$ cat config.mk
export PLATFORM = sky130hd
export DESIGN_NAME = fetch_unit
export DESIGN_NICKNAME = d
export VERILOG_FILES = /design/src/rtl/fetch_unit.sv
export SDC_FILE = /design/constraint.sdc
export NUM_CORES = 1
export LEC_CHECK = 0
export ABC_AREA = 0
export CAP_MARGIN = 20
export CORE_MARGIN = 3
export CORE_UTILIZATION = 45
export DETAILED_ROUTE_END_ITERATION = 7
export GPL_ROUTABILITY_DRIVEN = 1
export PLACE_DENSITY_LB_ADDON = 0.3
export SETUP_SLACK_MARGIN = 0.1
export SYNTH_ARGS = -nofsm -noshare
export SYNTH_HDL_FRONTEND = slang
export SYNTH_SLANG_ARGS = --single-unit
export TNS_END_PERCENT = 1
$ cat constraint.sdc
create_clock -name clk -period 5.4 [get_ports clk]
set_clock_uncertainty 0.1 [all_clocks]
set_input_delay 0.54 -clock clk [delete_from_list [all_inputs] [get_ports clk]]
set_output_delay 0.54 -clock clk [all_outputs]
set_load 0.01 [all_outputs]
$ cat src/rtl/fetch_unit.sv
// Instruction fetch stage: reads the two 16-bit words named by a pointer pair and
// presents them as one 32-bit instruction, reusing the low word on sequential flow.
module fetch_unit #(
  parameter logic [15:0] RESET_PTR = 16'h0000
) (
  input  logic        clk,
  input  logic        rst,
  input  logic [31:0] next_pointer,
  input  logic        instr_ready,
  output logic [31:0] instruction,
  output logic [31:0] instr_pointer,
  output logic        instr_valid,
  output logic        mem_req,
  output logic [15:0] mem_addr,
  input  logic        mem_ack,
  input  logic [15:0] mem_rdata
);

  typedef enum logic [1:0] {FETCH_HI, FETCH_LO, VALID} state_t;

  state_t      state_reg, state_next;
  logic        mem_req_reg, mem_req_next;
  logic [15:0] mem_addr_reg, mem_addr_next;
  logic [31:0] instruction_reg, instruction_next;
  logic [31:0] instr_pointer_reg, instr_pointer_next;
  logic        instr_valid_reg, instr_valid_next;
  logic        lo_cache_valid_reg, lo_cache_valid_next;

  always_ff @(posedge clk) begin
    if (rst) begin
      state_reg          <= FETCH_HI;
      mem_req_reg        <= 1'b0;
      mem_addr_reg       <= 16'h0000;
      instruction_reg    <= 32'h0000_0000;
      instr_pointer_reg  <= {RESET_PTR, RESET_PTR + 16'h0001};
      instr_valid_reg    <= 1'b0;
      lo_cache_valid_reg <= 1'b0;
    end else begin
      state_reg          <= state_next;
      mem_req_reg        <= mem_req_next;
      mem_addr_reg       <= mem_addr_next;
      instruction_reg    <= instruction_next;
      instr_pointer_reg  <= instr_pointer_next;
      instr_valid_reg    <= instr_valid_next;
      lo_cache_valid_reg <= lo_cache_valid_next;
    end
  end

  always_comb begin
    state_next          = state_reg;
    mem_req_next        = mem_req_reg;
    mem_addr_next       = mem_addr_reg;
    instruction_next    = instruction_reg;
    instr_pointer_next  = instr_pointer_reg;
    instr_valid_next    = instr_valid_reg;
    lo_cache_valid_next = lo_cache_valid_reg;

    case (state_reg)
      FETCH_HI: begin
        // Only reached idle right after reset; otherwise the request was issued on accept.
        if (!mem_req_reg) begin
          mem_req_next  = 1'b1;
          mem_addr_next = instr_pointer_reg[31:16];
        end else if (mem_ack) begin
          instruction_next[31:16] = mem_rdata;
          mem_addr_next           = instr_pointer_reg[15:0];
          state_next              = FETCH_LO;
        end
      end
      FETCH_LO: begin
        if (!mem_req_reg) begin
          mem_req_next  = 1'b1;
          mem_addr_next = instr_pointer_reg[15:0];
        end else if (mem_ack) begin
          instruction_next[15:0] = mem_rdata;
          mem_req_next           = 1'b0;
          instr_valid_next       = 1'b1;
          lo_cache_valid_next    = 1'b1;
          state_next             = VALID;
        end
      end
      VALID: begin
        if (instr_ready) begin
          instr_pointer_next  = next_pointer;
          instr_valid_next    = 1'b0;
          lo_cache_valid_next = 1'b0;
          mem_req_next        = 1'b1;
          // Next instruction begins at the word we already hold: shift it up, fetch one.
          if (lo_cache_valid_reg && (next_pointer[31:16] == instr_pointer_reg[15:0])) begin
            instruction_next[31:16] = instruction_reg[15:0];
            mem_addr_next           = next_pointer[15:0];
            state_next              = FETCH_LO;
          end else begin
            mem_addr_next = next_pointer[31:16];
            state_next    = FETCH_HI;
          end
        end
      end
      default: begin
        state_next   = FETCH_HI;
        mem_req_next = 1'b0;
      end
    endcase
  end

  assign instruction   = instruction_reg;
  assign instr_pointer = instr_pointer_reg;
  assign instr_valid   = instr_valid_reg;
  assign mem_req       = mem_req_reg;
  assign mem_addr      = mem_addr_reg;

endmodule
# Word-level counts from Yosys, hierarchy flattened
# Cells that the tools add are included.
# word_totals
ff_bits	84
latch_bits	0
ram_bits	0
romBits	0
in_bits	52
memories	0
# classes
n_addsub	0
mul	0
div_mod_pow	0
magnitude_cmp	0
eq_ne	11
shifts	0
n_mux	26
bitwise	0
n_reduce_logical	11
# ops
cell	count
$mux 16	9
$pmux 16 s3	1
$pmux 16 s2	1
$eq 16x16->1	1
$ne 2x2->1 const B	7
$mux 2	5
$reduce_and 5->1	2
$reduce_and 4->1	2
$mux 1	7
$pmux 2 s3	1
$reduce_bool 2->1	2
$ne 3x3->1 const B	1
$pmux 1 s3	1
$reduce_and 3->1	1
$reduce_bool 3->1	1
$eq 2x1->1 const B	1
$eq 2x2->1 const B	1
$logic_not 2->1	1
$pmux 1 s2	1
$reduce_and 2->1	1
$logic_and 1x1->1	1

# Depth between registers and ports, before layout
# depth
depth_word	5
depth_mapped	11
depth_no_buf	7

# Worst setup path before layout
# OpenSTA, ideal clock, no wires.
# synth_timing
kind	flip-flop to flip-flop
from	register state_reg[0]
to	register mem_addr_reg[0], in the netlist mem_addr[0]
setup_time_ps	132
t_arrival_ps	1941
required_time_ps	5168
path_slack_ps	3227
path_stages_with_launch	10
n_path_buf	2
period_less_slack_ps	2173
cell_sequence	dfxtp_1 > inv_1 > ha_1 > buf_2 > mux2_2 > clkbuf_1 > a221oi_1 > nand3_1 > o21ai_0 > a311oi_1
# synth_via
elab_chain_cells	3
# synth_rtl
item	line	source
from (decl)	21	state_t state_reg, state_next;
from (signal assigned)	39	state_reg <= state_next;
$eq 2x1->1 (tied with other cells)	58	case (state_reg)
$ne 2x2->1 (no source line) (tied with other cells)	--	
$reduce_and 4->1 (no source line)	--	
to (signal assigned)	41	mem_addr_reg <= mem_addr_next;
to (decl)	23	logic [15:0] mem_addr_reg, mem_addr_next;
# Several ways; a longest one is shown, not always the timed one.
# A chain may end at the register's enable or synchronous reset.

# Worst setup path after layout
# layout_timing
from	register state_reg[1]
to	register mem_addr_reg[9], in the netlist mem_addr[9]
# Same word-level chain as after synthesis.

==> results.md <==
- Status: finished clean
- Initial antenna violation count: 0
- Largest net degree at the start of global routing: 102
- CTS Buf Count: 9
- Final setup viols: 0
- Worst-Skew Late Latency: 0.35 ns
- Fill cell count: 836
- Global-route wire length before repair: 21,800 um
- H-tree levels: 3
- Vias in the first global route: 4,396
- Post-cts resize count: 0
- Cts hold-fix bufs: 0
- Flops & latches, synth: 84
- Row count: 35
- Crit end category: flop
- Leak: 1.96 nW
- Register area share after synthesis: 38.7%
- Drt pass-1 iters: 5
- Share of layout cells above drive strength 1: 7.23%
- Gpl congestion: 0.830
- Io pins: 134
- Die height: 104 um
- Max-cap viol count: 0
- Gr usage total: 24.1%
- Routed len/inst: 16.9 um
- Final worst-path cycle share: 65.3%
- Critical Path Source Type: flop
- Pins Over Slew Limit: 0
- Finished Cell Area: 5910 um2
- GRT overflow: 0
- Drt drc: 0
- Storage cell area: 1680 um2
- Most frequent cells after synthesis: nand2_1 (134), dfxtp_1 (84), a21oi_1 (74)
- Nets: 715
- Drt initial violations: 325
- Setup CP Type: reg -> reg
- Multi-input logic area: 2450 um2
- Placed cell areas: 5710 um2
- Post-CTS Setup Inserts: 0
- Final ANT Viol Nets: 0
- Clk sinks: 84
- DPL Wire Length: 9020 um
- Post-synth EDFFs: 0
- Root buf cell: clkbuf_8
- Minimum clock period: 3.53 ns
- Final hold vios: 0
- WP data required: 5.55 ns
- Top post-synthesis cells by area: dfxtp_1 (39%), nand2_1 (12%), a21oi_1 (8.5%)
- Cells after Synth: 552
- Core Box Area: 9330 um2
- Critical Path Fanout Max: 24
- Area leader, netlist: dfxtp_1
- HP Class: reg -> reg
- Main synth FF type: dfxtp_1
- Unrepaired setup endpoints after global routing: no
- Final Util: 63.4%
- Synth Net Count: 608
- Power Density: 236 nW/um2
- PortBufs: 133
- VDD IR max: 0.131 mV
- Worst Path Arrival: 3.68 ns
- Initial Util: 46.5%
- Syn avg cell area: 7.86 um2
- Inserted Diodes: 0
- Share of the synthesized area in the top cell type: 38.7%
- Count leader, synth: nand2_1
- Vias/cell: 5.58
- Die footprint: 10,900 um2
- Peak Freq: 284 MHz
- CTS tree: done
- Setup TNS: 0 ns
- Yosys cell types: 43
- Overall power: 0.00140 W
- Post-synth ARST share: 0%
- Vias: 4,423
- Layout area overhead: 36.2%
- Slew @ Worst Pin: 1.08 ns
- Reg clk slew, reported paths: 0.10 ns
- Synth warnings: 0
- Slew headroom: 27.6%
- Chip Width: 104 um
- Post-Route WL: 13,400 um
- Clk buf depth: 2
- Synthesized area: 4340 um2
[kinds of logic (layout without fill, tap and decap cells)]
group | after synthesis | after routing | synth area share (%)
DFF | 84 | 84 | 38.7
buffers and inverters | 49 | 161 | 4.79
and+or+nand+nor | 217 | 217 | 22.3
adders and majority gates | 4 | 4 | 1.15
muxes | 34 | 34 | 9.20
xor gates and xnor gates | 13 | 13 | 2.62
AOI/OAI and AO/OA | 151 | 151 | 21.2
[layout by cell type, fill, tap and decap left out, drive strengths merged, types with 12 or more instances in the layout]
| cell type | n |
|---|---|
| xnor2 | 13 |
| clkdlybuf4s50 | 132 |
| mux2i | 17 |
| nand3 | 24 |
| a21oi | 74 |
| mux2 | 17 |
| nor2 | 23 |
| dfxtp | 84 |
| nand2 | 134 |
| a221oi | 16 |
| a31oi | 12 |
| nor2b | 18 |
| o21ai | 27 |
[area by class of cell]
class                   instances  area share (%)
inverters                       4           0.254
repair buffers                141            24.0
well taps                     129            2.73
flip-flops and latches         84            28.4
multi-input cells             419            41.5
clock inverters                 6           0.804
clock buffers                  10            2.33
[critical path, cell delays in order (launching register included)]
cell and delay, ns:
dfxtp_1 0.35, inv_1 0.09, ha_1 0.79, o31a_1 0.73, and2_0 0.84, o21ai_0 0.22, a311oi_1 0.31
[path summary, 6_finish.rpt]
path	startpoint	end	slack [ns]	depth (start not counted)
setup reg to reg	state_reg[1]	mem_addr[9]	1.87	6
hold / removal	instruction[5]	instruction[5]	0.37	2
hold reg to reg	instruction[5]	instruction[5]	0.37	2
setup / recovery	state_reg[1]	mem_addr[9]	1.87	6
[stage by stage]
| step | hold slack [ns] | setup WS (ns) | std cells |
|---|---|---|---|
| 4_1_cts | 0.372 | 1.95 | 792 |
| 3_3_place_gp | 0.354 | 2.12 | 774 |
| 5_1_grt | 0.393 | 1.71 | 793 |
| 3_5_place_dp | 0.360 | 2.00 | 776 |
| 6_report | 0.371 | 1.87 | 793 |
| 2_1_floorplan | 0.380 | 3.23 | 552 |
[routing by layer]
layer  wire [um]  global-route usage [%]  part of all wire, %  up-vias
met4         206                    6.93                  1.5        0
met3        1050                    4.22                  7.8       25
li1            -                       -                    -     2143
met2        6290                    40.5                   47      219
met1        5830                    31.7                   44     2036
met5           0                       0                    0        -
[where the power goes]
part           switching [W]  total (W)  internal (W)
registers          0.0000238   0.000671      0.000647
clock network       0.000243   0.000426      0.000183
logic               0.000153   0.000299      0.000146
total               0.000420    0.00140      0.000976
Note: power is estimated with default switching activity, not from simulation.
